$ cat src/rtl/useq_pkg.sv
// Shared microsequencer definitions: control-word field positions, N-field
// encodings, fault codes and default reset/fault microstates. The control-store
// ROM image and the instruction decoder use the same field positions.
package useq_pkg;
    localparam int N_HI    = 57;
    localparam int N_LO    = 55;
    localparam int INV_BIT = 54;
    localparam int S_HI    = 52;
    localparam int S_LO    = 50;
    localparam int CR_HI   = 49;
    localparam int CR_LO   = 42;

    localparam logic [7:0] RESET_ADDR_DEF = 8'd0;
    localparam logic [7:0] FAULT_ADDR_DEF = 8'd255;

    typedef enum logic [2:0] {
        N_ENC  = 3'd0,
        N_INC  = 3'd1,
        N_JMP  = 3'd2,
        N_CJ   = 3'd3,
        N_WAIT = 3'd4,
        N_CALL = 3'd5,
        N_RET  = 3'd6,
        N_CRET = 3'd7
    } nfield_t;

    typedef enum logic [1:0] {
        FC_NONE = 2'd0,
        FC_OVF  = 2'd1,
        FC_UNF  = 2'd2,
        FC_TMO  = 2'd3
    } fcode_t;

    typedef struct packed {
        nfield_t    n;
        logic       inv;
        logic [2:0] s;
        logic [7:0] cr;
    } ufields_t;

    function automatic ufields_t get_fields(input logic [63:0] w);
        ufields_t f;
        f.n   = nfield_t'(w[N_HI:N_LO]);
        f.inv = w[INV_BIT];
        f.s   = w[S_HI:S_LO];
        f.cr  = w[CR_HI:CR_LO];
        return f;
    endfunction
endpackage

$ cat src/rtl/microsequencer_ustack.sv
// Return-address LIFO for micro-subroutines.
// Ports: clk/reset (async high), push/pop (never both), din = address to push,
// top = most recently pushed entry (valid when !empty), full/empty flags.
// Pushes while full and pops while empty are ignored.
module ustack #(
    parameter int DEPTH = 4,   // 1..8
    parameter int W     = 8
) (
    input  logic         clk,
    input  logic         reset,
    input  logic         push,
    input  logic         pop,
    input  logic [W-1:0] din,
    output logic [W-1:0] top,
    output logic         full,
    output logic         empty
);
    logic [3:0]   sp;
    // Storage sized for the maximum depth; only DEPTH entries are ever written.
    logic [W-1:0] mem [0:7];

    assign full  = (sp == 4'(DEPTH));
    assign empty = (sp == 4'd0);
    // sp==8 wraps the 3-bit index to 0, so 0-1 lands correctly on entry 7.
    assign top   = mem[3'(sp[2:0] - 3'd1)];

    always_ff @(posedge clk or posedge reset) begin
        if (reset)
            sp <= 4'd0;
        else if (push && !full)
            sp <= sp + 4'd1;
        else if (pop && !empty)
            sp <= sp - 4'd1;
    end

    // Contents need no reset: sp==0 makes every stale entry unreachable.
    always_ff @(posedge clk) begin
        if (push && !full)
            mem[sp[2:0]] <= din;
    end
endmodule

$ cat src/rtl/microsequencer.sv
// Control-store next-address sequencer.
// Holds the current microstate (rom_addr_o), decodes N/INV/S/CR of the
// returned ROM word to select the next state, and passes the word to the
// datapath as ctrl_o (zeroed while stalled). Includes a return stack,
// bounded WAIT with timeout, and sticky fault reporting.
// Ports: clk, reset (async high), rom_word_i, rom_addr_o, decode_addr_i,
// cond_i (S-selected condition lines), stall_i, ctrl_o, fault_o, fault_code_o.
module microsequencer
    import useq_pkg::*;
#(
    parameter logic [7:0] RESET_ADDR  = RESET_ADDR_DEF,
    parameter logic [7:0] FAULT_ADDR  = FAULT_ADDR_DEF,
    parameter int         STACK_DEPTH = 4,
    parameter int         WAIT_MAX    = 16
) (
    input  logic        clk,
    input  logic        reset,
    input  logic [63:0] rom_word_i,
    output logic [7:0]  rom_addr_o,
    input  logic [7:0]  decode_addr_i,
    input  logic [7:0]  cond_i,
    input  logic        stall_i,
    output logic [63:0] ctrl_o,
    output logic        fault_o,
    output logic [1:0]  fault_code_o
);
    localparam int WCW = (WAIT_MAX > 1) ? $clog2(WAIT_MAX) : 1;
    localparam logic [WCW-1:0] WLAST = WCW'((WAIT_MAX > 0) ? WAIT_MAX - 1 : 0);

    ufields_t       f;
    logic           c;
    logic [7:0]     inc, nxt;
    logic           push, pop, wait_hold, flt;
    fcode_t         flt_code;
    logic [7:0]     stk_top;
    logic           stk_full, stk_empty;
    logic [WCW-1:0] wait_cnt;

    assign f      = get_fields(rom_word_i);
    assign c      = ((f.s == 3'd0) ? 1'b1 : cond_i[f.s]) ^ f.inv;
    assign inc    = rom_addr_o + 8'd1;
    assign ctrl_o = stall_i ? 64'd0 : rom_word_i;

    always_comb begin
        nxt       = rom_addr_o;
        push      = 1'b0;
        pop       = 1'b0;
        wait_hold = 1'b0;
        flt       = 1'b0;
        flt_code  = FC_NONE;
        unique case (f.n)
            N_ENC:  nxt = decode_addr_i;
            N_INC:  nxt = inc;
            N_JMP:  nxt = f.cr;
            N_CJ:   nxt = c ? f.cr : inc;
            N_WAIT: begin
                if (c)
                    nxt = inc;
                else if (WAIT_MAX > 0 && wait_cnt == WLAST) begin
                    nxt      = FAULT_ADDR;
                    flt      = 1'b1;
                    flt_code = FC_TMO;
                end else
                    wait_hold = 1'b1;
            end
            N_CALL: begin
                if (stk_full) begin
                    nxt      = FAULT_ADDR;
                    flt      = 1'b1;
                    flt_code = FC_OVF;
                end else begin
                    push = 1'b1;
                    nxt  = f.cr;
                end
            end
            N_RET, N_CRET: begin
                if (f.n == N_CRET && !c)
                    nxt = inc;
                else if (stk_empty) begin
                    nxt      = FAULT_ADDR;
                    flt      = 1'b1;
                    flt_code = FC_UNF;
                end else begin
                    pop = 1'b1;
                    nxt = stk_top;
                end
            end
            default: nxt = inc;
        endcase
    end

    ustack #(.DEPTH(STACK_DEPTH), .W(8)) u_stack (
        .clk   (clk),
        .reset (reset),
        .push  (push && !stall_i),
        .pop   (pop && !stall_i),
        .din   (inc),
        .top   (stk_top),
        .full  (stk_full),
        .empty (stk_empty)
    );

    always_ff @(posedge clk or posedge reset) begin
        if (reset) begin
            rom_addr_o   <= RESET_ADDR;
            wait_cnt     <= '0;
            fault_o      <= 1'b0;
            fault_code_o <= 2'd0;
        end else if (!stall_i) begin
            rom_addr_o <= nxt;
            // Any transition out of WAIT (advance or timeout) restarts the count.
            wait_cnt   <= wait_hold ? wait_cnt + 1'b1 : '0;
            if (flt) begin
                fault_o <= 1'b1;
                // First fault's cause is preserved.
                if (!fault_o)
                    fault_code_o <= flt_code;
            end
        end
    end
endmodule

$ cat config.mk
export PLATFORM = sky130hd
export DESIGN_NAME = microsequencer
export DESIGN_NICKNAME = d
export VERILOG_FILES = /design/src/rtl/useq_pkg.sv /design/src/rtl/microsequencer_ustack.sv /design/src/rtl/microsequencer.sv
export SDC_FILE = /design/constraint.sdc
export NUM_CORES = 1
export LEC_CHECK = 0
export CAP_MARGIN = 20
export CORE_MARGIN = 10
export CORE_UTILIZATION = 40
export CTS_BUF_LIST = sky130_fd_sc_hd__clkbuf_4 sky130_fd_sc_hd__clkbuf_8
export DETAILED_ROUTE_END_ITERATION = 12
export PLACE_DENSITY = 0.72
export SLEW_MARGIN = 40
export SYNTH_ARGS = -nofsm -noshare
export SYNTH_HDL_FRONTEND = slang
export SYNTH_SLANG_ARGS = --single-unit
$ cat constraint.sdc
create_clock -name clk -period 3.98 [get_ports clk]
set_clock_uncertainty 0.05 [all_clocks]
set_input_delay 0.398 -clock clk [delete_from_list [all_inputs] [get_ports clk]]
set_output_delay 0.398 -clock clk [all_outputs]
set_load 0.01 [all_outputs]
==> results of run 1 <==
[power groups by stage]
| stage | Sequential, mW | Combinational (mW) | Clock (mW) |
|---|---|---|---|
| 2_1_floorplan | 1.18 | 0.876 | 0 |
| 3_3_place_gp | 1.19 | 1.34 | 0 |
| 3_5_place_dp | 1.20 | 1.37 | 0 |
| 4_1_cts | 1.18 | 1.38 | 0.682 |
| 5_1_grt | 1.20 | 1.49 | 0.716 |
| 6_report | 1.19 | 1.38 | 0.670 |
[logic make-up after synthesis]
family | count (synthesis) | synth area share
and+or+nand+nor | 173 | 0.195
DFF | 83 | 0.502
AOI/OAI and AO/OA | 77 | 0.113
muxes | 33 | 0.112
adders and majority gates | 7 | 0.0199
buffers and inverters | 40 | 0.0396
xor gates and xnor gates | 10 | 0.0183
[worst max-delay path by stage]
stage              startpoint            end  cells after the start
3_3_place_gp   rom_word_i[50]  rom_addr_o[2]                      8
6_report        u_stack.sp[1]  rom_addr_o[0]                      9
4_1_cts         u_stack.sp[1]  rom_addr_o[1]                      9
3_5_place_dp   rom_word_i[50]  rom_addr_o[2]                      8
2_1_floorplan   u_stack.sp[0]  rom_addr_o[3]                     12
5_1_grt         u_stack.sp[1]  rom_addr_o[1]                      9
[synthesized netlist by cell type (all sizes together), types with 2 or more instances]
library cell  instances  area [µm²]
inv                  15        56.3
nor4                  2        18.8
ha                    6        75.1
nor3                  6        30.0
a21oi                15        75.1
a211oi                3        22.5
xor2                  5        43.8
nand4                 2        12.5
nand3                14        75.1
a21o                  3        22.5
a32oi                 2        17.5
dfrtp                19         475
a2111oi               2        18.8
o31ai                 4        30.0
nor2                 34         128
buf                  11        80.1
clkbuf               14        52.6
xnor2                 5        43.8
a31oi                 6        37.5
nor4b                 2        17.5
o21ai                14        73.8
nor2b                62         388
mux2i                15         150
or3                   4        25.0
nand3b                2        15.0
nand2                25        93.8
a21boi                3        22.5
and2                  5        33.8
a211o                 4        35.0
mux4                 16         360
a22o                  3        26.3
o22ai                 8        50.1
mux2                  2        22.5
nand2b               12        75.1
edfxtp               64        1920
[layout by cell type (no fill, tap or decap), drive strengths merged, types with 4 or more instances in the layout]
master and n:
a211o 4, a21oi 15, a31oi 6, and2 5, buf 12, clkbuf 10, clkdlybuf4s50 155, dfrtp 19
edfxtp 64, ha 6, inv 16, mux2i 15, mux4 16, nand2 25, nand2b 12, nand3 14
nor2 34, nor2b 62, nor3 6, o21ai 14, o22ai 8, o31ai 4, or3 4, xnor2 5
xor2 5
[routing by layer]
metal / global-route usage / share of wire
met1: 0.209 / 0.39
met2: 0.303 / 0.54
met3: 0.0375 / 0.064
met4: 0.0361 / 0.0096
met5: 0 / 0
[per-stage QoR]
stage | hold WS, ns | power [mW] | util | cell area [µm²] | std cells
2_1_floorplan | 0.299 | 2.06 | - | 4770 | 423
3_3_place_gp | 0.437 | 2.54 | 0.559 | 6460 | 708
3_5_place_dp | 0.456 | 2.57 | 0.559 | 6460 | 708
4_1_cts | 0.446 | 3.25 | 0.578 | 6680 | 724
5_1_grt | 0.340 | 3.41 | 0.579 | 6700 | 724
6_report | 0.301 | 3.23 | 0.579 | 6700 | 724
[state kept, by name, indices dropped and copies added (netlist names)]
name          count
fault_code_o      2
u_stack.mem      64
fault_o           1
rom_addr_o        8
u_stack.sp        4
wait_cnt          4
[area by class of cell]
class / count / share of cell area
Sequential cell: 83 / 0.358
Multi-Input combinational cell: 300 / 0.329
Timing Repair Buffer: 167 / 0.245
Tap cell: 143 / 0.0267
Clock buffer: 10 / 0.0196
Clock inverter: 6 / 0.0133
Inverter: 15 / 0.00841
[worst register-to-register path: cells and delay by family, from the launching register on]
kind                     cells  cell delay, ns
AND/OR/NAND/NOR              2            0.46
multiplexers                 1            0.19
AO/OA/AOI/OAI                4            1.38
flip-flops                   1            0.49
adder cells (fa/ha/maj)      1            0.18
buffers and inverters        1            0.15
==> results.toml, run 1 <==
[status]
status = "completed"

[grt]
grt_pass1_vias = 3944
grt_max_degree = 72
antenna_found_initial = 0
grt_first_pass_wirelength_um = 22200
track_usage = 0.171
grt_overflow_total = 0

[sta]
tightest_slew_ns = 0.891
max_slew_margin = 0.401
rsz0062_at_grt = "false"
finalHoldViolations = 0
fin_crit_sh = 0.747
finalCriticalPeriod_ns = 2.97
fmax_ghz = 0.336
setup_tns_ns = 0
finalSetupViolations = 0
fin_ws_ns = 1.01
slew_viol_final = 0

[drt]
via_count = 3874
drtPass1Iterations = 5
routed_via_density = 5.35
first_iter_violations = 303
drc_errors = 0
drtAntennaViolNets = 0
wl_per_cell_um = 20.9
routed_wl_um = 15100

[power]
p_leak_nw = 2.42
swShare = 0.351
power.density_nw_per_um2 = 483
internal-power_mw = 2.10
p_sw_mw = 1.13
p_clk_frac = 0.207
pwr-share-comb = 0.426
vdd_drop_max_uv = 350
pwr-share-seq = 0.367

[synthesis]
syn_avg_cell_area_um2 = 11.3
syn_inst = 423
synth-edff-count = 64
synth_nets = 513
netlist_area_um2 = 4770
ys_async_sr_fraction = 0.229
ys_seq_area_frac = 0.502
synth.distinct_cells = 58
synth_warnings = 0
ys_ff_latch = 83
ys.flop_type = "edfxtp_1"

[clocking]
cts_tree = "yes"
hold_buffers = 0
post_cts_buffers = 0
clkSinkCount = 83
cts_resized = 0
clock_latency_ns = 0.36
path_clk_slew_ns = 0.09
clockBufferDepth = 2
cts_buffers = 9
h-tree-depth = 3
root_buffer = "clkbuf_8"

[cells_and_area]
multi_input_area_um2 = 2200
drive_gt1_frac = 0.0981
num_antenna_cells = 0
seqCellArea_um2 = 2400
nFillCells = 956
final_nets = 666
area_growth_pct = 40.2

[die]
die_area_um2 = 16700
ios = 158
core_area_um2 = 11600
die_h_um = 129
start_util = 0.413
rows = 39
die_x_um = 129

[critical_path]
crit_path_end_kind = "flip-flop"
rr_endpoint = "rom_addr_o[0]"
cp.buffers_inverters = 1
setup.worst_path.class = "reg -> reg"
critPathMaxStageDelay_ns = 0.74
slowest_stage = "a21boi_0"
timing.rr.start = "u_stack.sp[1]"
r2r_cells = 9
crit_chain = "inv_1 > ha_1 > nor2b_1 > nor2_1 > a21boi_0 > o22ai_1 > mux2i_1 > a2111oi_1 > o31ai_1"
cp_top_family = "compound AO/OA/AOI/OAI gates"
rrSetupSlack_ns = 1.01
startpoint_type = "flip-flop"
arrival_ns = 3.19
crit_required_ns = 4.19
crit_path_max_fanout = 8

[hold_path]
hp-class = "in -> async"

[flow_run]
max-cap-violations = 0

[place]
place_congestion = 0.890
place_ws_ns = 0.967
hpwl_um = 11500
io_buffers = 156
No activity file was read; power rests on OpenSTA's default activity.
==> run 2: changes to the inputs <==
--- a/config.mk
+++ b/config.mk
@@ -10,7 +10,7 @@
 export CORE_UTILIZATION = 40
 export CTS_BUF_LIST = sky130_fd_sc_hd__clkbuf_4 sky130_fd_sc_hd__clkbuf_8
 export DETAILED_ROUTE_END_ITERATION = 12
-export PLACE_DENSITY = 0.72
+export PLACE_DENSITY = 0.75
 export SLEW_MARGIN = 40
 export SYNTH_ARGS = -nofsm -noshare
 export SYNTH_HDL_FRONTEND = slang
==> constraint.sdc (replaced) <==
create_clock -name clk -period 2.4 [get_ports clk]
set_clock_uncertainty 0.05 [all_clocks]
set_input_delay 0.24 -clock clk [delete_from_list [all_inputs] [get_ports clk]]
set_output_delay 0.24 -clock clk [all_outputs]
set_load 0.01 [all_outputs]
==> run 2 against run 1 <==
Effect of this change: clock-buffer cell count fell by 1; first-iteration DRC count fell by 0.99%; critical endpoint is now rom_addr_o[1]; final cell count increased by 4.3%.
==> results.toml, run 2 (same netlist as run 1, synthesis figures left out) <==
[drt]
wl_per_cell_um = 20.9
drtPass1Iterations = 5
drtAntennaViolNets = 0
first_iter_violations = 300
drc_errors = 0
routed_wl_um = 15800
via_count = 4043
routed_via_density = 5.35

[cells_and_area]
final_cell_area_um2 = 7010
fin_util = 0.606
final_cells = 755
nFillCells = 963
largest_register_ffs = 64
area_growth_pct = 46.8
drive_gt1_frac = 0.160
num_antenna_cells = 0
final_common_cell = "clkdlybuf4s50_1"
layout_common_cells = "clkdlybuf4s50_1 (155), edfxtp_1 (64), nor2b_1 (61), buf_4 (40), nor2_1 (34)"
final_nets = 697

[flow_run]
max-cap-violations = 0

[grt]
grt_pass1_vias = 4097
met2_usage = 0.309
grt_max_degree = 72
grt_overflow_total = 0
use_met1 = 0.242
grt_first_pass_wirelength_um = 23700
grt_busiest_layer = "met2"
track_usage = 0.185
gr-usage-met3 = 0.0343
antenna_found_initial = 0

[sta]
finalHoldViolations = 0
fin_crit_sh = 0.956
tightest_slew_ns = 0.664
fmax_ghz = 0.436
rsz0062_at_grt = "true"
fin_ws_ns = 0.106
finalCriticalPeriod_ns = 2.29
max_slew_margin = 0.557
slew_viol_final = 0
finalSetupViolations = 0

[critical_path]
cp-endpoint = "rom_addr_o[1]"
crit_path_end_kind = "flip-flop"
arrival_ns = 2.47
r2r_cells = 6
rr_endpoint = "rom_addr_o[1]"
timing.rr.start = "u_stack.sp[0]"
crit_required_ns = 2.58
crit_path_start = "u_stack.sp[0]"
crit_path_max_fanout = 9
startpoint_type = "flip-flop"
setup.worst_path.class = "reg -> reg"
rrSetupSlack_ns = 0.11

[power]
power.density_nw_per_um2 = 816
p_leak_nw = 2.58
p_total_mw = 5.72
vdd_drop_max_uv = 441

[clocking]
clockBufferDepth = 2
h-tree-depth = 3
cts_buffers = 9
cts_tree = "yes"
path_clk_slew_ns = 0.09
post_cts_buffers = 0
hold_buffers = 0
root_buffer = "clkbuf_8"
clock_latency_ns = 0.35
clkSinkCount = 83

[place]
place_ws_ns = -0.201
place_inst = 739
place_congestion = 0.866
place_area_um2 = 6780
io_buffers = 156
hpwl_um = 12400

[die]
die_h_um = 129
core_area_um2 = 11600
die_x_um = 129
start_util = 0.413
ios = 158
rows = 39
die_area_um2 = 16700

[hold_path]
hp-class = "in -> async"

[status]
status = "completed"
run 2: cell count changes in the layout (fill, tap and decap cells not counted), moves of 3 or more:
cell	previous run	this run
nor2_2	3	0
nor3_2	0	3
buf_4	11	40
nor3_1	6	3
nor2_1	31	34
run 2: cell type report:
type                    count  area (µm²)  share of cell area
flip-flops and latches     83        2400               0.342
multi-input cells         300        2260               0.323
repair buffers            198        1890               0.269
well taps                 143         179              0.0255
clock buffers               9         124              0.0177
clock inverters             7        98.8              0.0141
inverters                  15        61.3             0.00875
run 2: worst max-delay path: stages, from the launching register on:
cell and delay [ns]:
dfrtp_1 0.43, buf_4 0.27, mux4_2 0.54, o22ai_2 0.22
mux2i_1 0.11, a2111oi_1 0.41, o31ai_1 0.14
run 2: per-layer routing:
layer	part of all wire	vias to the layer above
met5	0	-
met4	0.017	0
met2	0.52	118
met1	0.41	1996
li1	-	1911
met3	0.054	18
run 2: worst min path at each step:
stage	start	to	slack (ns)	cells past startpoint
global route	reset	fault_code_o[1]	0.19	2
CTS	reset	fault_code_o[1]	0.30	2
detailed placement	wait_cnt[0]	wait_cnt[0]	0.47	1
finish	reset	fault_code_o[1]	0.15	2
floorplan	reset	fault_code_o[0]	0.14	1
global placement	wait_cnt[1]	wait_cnt[1]	0.45	2
run 2: report_power, final:
part | internal, mW | switching (mW) | leakage [nW]
logic | 1.32 | 1.34 | 1.66
registers | 1.79 | 0.137 | 0.810
clock network | 0.597 | 0.541 | 0.116
total | 3.71 | 2.01 | 2.58
run 2: repair_timing:
action                                  4_1_cts  5_1_grt
gates resized for setup                       1        2
pin swaps                                     0        1
endpoints found under the hold margin         0        0
endpoints found under the setup margin        1        6
run 2: through the flow:
| step | hold WS, ns | setup TNS, ns |
|---|---|---|
| floorplan | 0.141 | -0.123 |
| global placement | 0.449 | -1.38 |
| detailed placement | 0.471 | -1.91 |
| CTS | 0.303 | 0 |
| global route | 0.190 | -0.0562 |
| finish | 0.152 | 0 |
==> run 3: changes to the inputs <==
--- a/config.mk
+++ b/config.mk
@@ -10,6 +10,7 @@
 export CORE_UTILIZATION = 40
 export CTS_BUF_LIST = sky130_fd_sc_hd__clkbuf_4 sky130_fd_sc_hd__clkbuf_8
 export DETAILED_ROUTE_END_ITERATION = 12
+export HOLD_SLACK_MARGIN = 0.03
 export PLACE_DENSITY = 0.75
 export SLEW_MARGIN = 40
 export SYNTH_ARGS = -nofsm -noshare
==> results of run 3 <==
The final DEF is identical to that of run 2; final timing and power are the same.
==> variant, RTL diff (flow settings as in run 3) <==
`WAIT_MAX`: 16 -> 8.
--- a/src/rtl/microsequencer.sv
+++ b/src/rtl/microsequencer.sv
@@ -11,7 +11,7 @@
     parameter logic [7:0] RESET_ADDR  = RESET_ADDR_DEF,
     parameter logic [7:0] FAULT_ADDR  = FAULT_ADDR_DEF,
     parameter int         STACK_DEPTH = 4,
-    parameter int         WAIT_MAX    = 16
+    parameter int         WAIT_MAX    = 8
 ) (
     input  logic        clk,
     input  logic        reset,
Formal check against the unedited RTL: not equivalent (Yosys sat finds a counterexample within 10 cycles, from zero or initial values and one cycle with reset high).
==> variant against run 3 <==
Register-to-register slack improved by 0.07 ns; critical endpoint unchanged; setup slack got worse by 0.035 ns; sequential cell count fell by 1; routed wire length fell by 6.0%; largest cell class unchanged; area after synthesis fell by 1.5%; power fell by 7.0%; highest routed layer unchanged; cell area barely moved; utilization rose by 0.49 points.
==> variant: results (changes against run 3) <==
<table>
<tr><th>Metric</th><th>Value</th></tr>
<tr><th colspan="2">Power</th></tr>
<tr><td>Combinational cell fraction of total power</td><td>46.1% (-0.4 points)</td></tr>
<tr><td>Share of total power in the clock network</td><td>18.4% (-1.5 points)</td></tr>
<tr><td>Total leakage power</td><td>2.59 nW (+0.41%)</td></tr>
<tr><th colspan="2">Synthesis</th></tr>
<tr><td>Part of the Yosys area used for sequential elements</td><td>50.5% (+0.24 points)</td></tr>
<tr><td>Synthesized-area fraction occupied by ao, oa, aoi and oai cells</td><td>10.1% (-1.3 points)</td></tr>
<tr><td>Top cell types by occurrence after synthesis</td><td>sky130_fd_sc_hd__nor2b_1 (69), sky130_fd_sc_hd__edfxtp_1 (64), sky130_fd_sc_hd__nor2_1 (31)</td></tr>
<tr><td>Area share of xor/xnor cells in the synthesized design</td><td>2.26% (+0.43 points)</td></tr>
<tr><td>Share of synthesized registers carrying an async set or reset</td><td>22.0% (-0.94 points)</td></tr>
<tr><td>Syn Inst Count</td><td>400 (-5.4%)</td></tr>
<tr><td>Cell types with the largest area share after synthesis</td><td>sky130_fd_sc_hd__edfxtp_1 (41%), sky130_fd_sc_hd__dfrtp_1 (9.6%), sky130_fd_sc_hd__nor2b_1 (9.2%), sky130_fd_sc_hd__mux4_2 (8.1%), sky130_fd_sc_hd__mux2i_1 (2.6%)</td></tr>
<tr><td>Yosys reg bits</td><td>82 (-1.2%)</td></tr>
<tr><th colspan="2">Route</th></tr>
<tr><td>Vias per cell</td><td>5.25 (-1.9%)</td></tr>
<tr><td>Met3 Wirelength</td><td>858 um (+0.35%)</td></tr>
<tr><td>Number of DRC markers in iteration 0</td><td>230 (-23%)</td></tr>
<tr><td>Routed WL per cell</td><td>20.0 um (-4.3%)</td></tr>
<tr><td>Overall routed net length</td><td>14900 um (-6.0%)</td></tr>
<tr><th colspan="2">Status</th></tr>
<tr><td>Outcome</td><td>completed</td></tr>
<tr><th colspan="2">Cells and area</th></tr>
<tr><td>Share of post-route cells with drive strength above 1</td><td>18.1% (+2.0 points)</td></tr>
<tr><td>Number of ordinary and repair buffers in the finished layout</td><td>206 (+4.0%)</td></tr>
<tr><td>Layout multi-input combinational cell count</td><td>283 (-5.7%)</td></tr>
<tr><td>Count of non-CTS inverters in the layout</td><td>11 (-4)</td></tr>
<tr><th colspan="2">Worst setup path</th></tr>
<tr><td>Crit path arrival time</td><td>2.53 ns (+0.06 ns)</td></tr>
<tr><th colspan="2">CTS</th></tr>
<tr><td>Insertion delay to the later sink of the worst-skew pair</td><td>0.37 ns (+0.02 ns)</td></tr>
<tr><th colspan="2">Global route</th></tr>
<tr><td>Met1 track utilization from global routing</td><td>23.3% (-0.91 points)</td></tr>
<tr><th colspan="2">STA</th></tr>
<tr><td>Slew of the pin with the lowest slew margin</td><td>0.775 ns (+0.111 ns)</td></tr>
</table>
[variant: cell types whose count changed in the layout (fill, tap and decap cells not counted), sizes merged, moves of 5 or more]
cell,before,now
o21ai,14,5
buf,43,51
mux2,2,9
nand3,14,7
nor2b,62,69
o221ai,1,7
o22ai,8,2
a31oi,6,1
nand2b,12,7
[variant: how the worst max path moves through the flow]
stage                                    from                           to  slack [ns]  depth (start not counted)
finish                              cond_i[7]    rom_addr_o[1]$_DFFE_PP0P_        0.07                          7
global route                        cond_i[3]    rom_addr_o[6]$_DFFE_PP0P_      -0.007                          7
CTS                                 cond_i[7]    rom_addr_o[1]$_DFFE_PP0P_        0.02                          7
detailed placement             rom_word_i[52]    rom_addr_o[1]$_DFFE_PP0P_       -0.57                          7
global placement               rom_word_i[52]    rom_addr_o[2]$_DFFE_PP0P_       -0.44                          7
floorplan           u_stack.sp[0]$_DFFE_PP0P_  u_stack.mem[4][0]$_DFFE_PP_       -0.05                          9
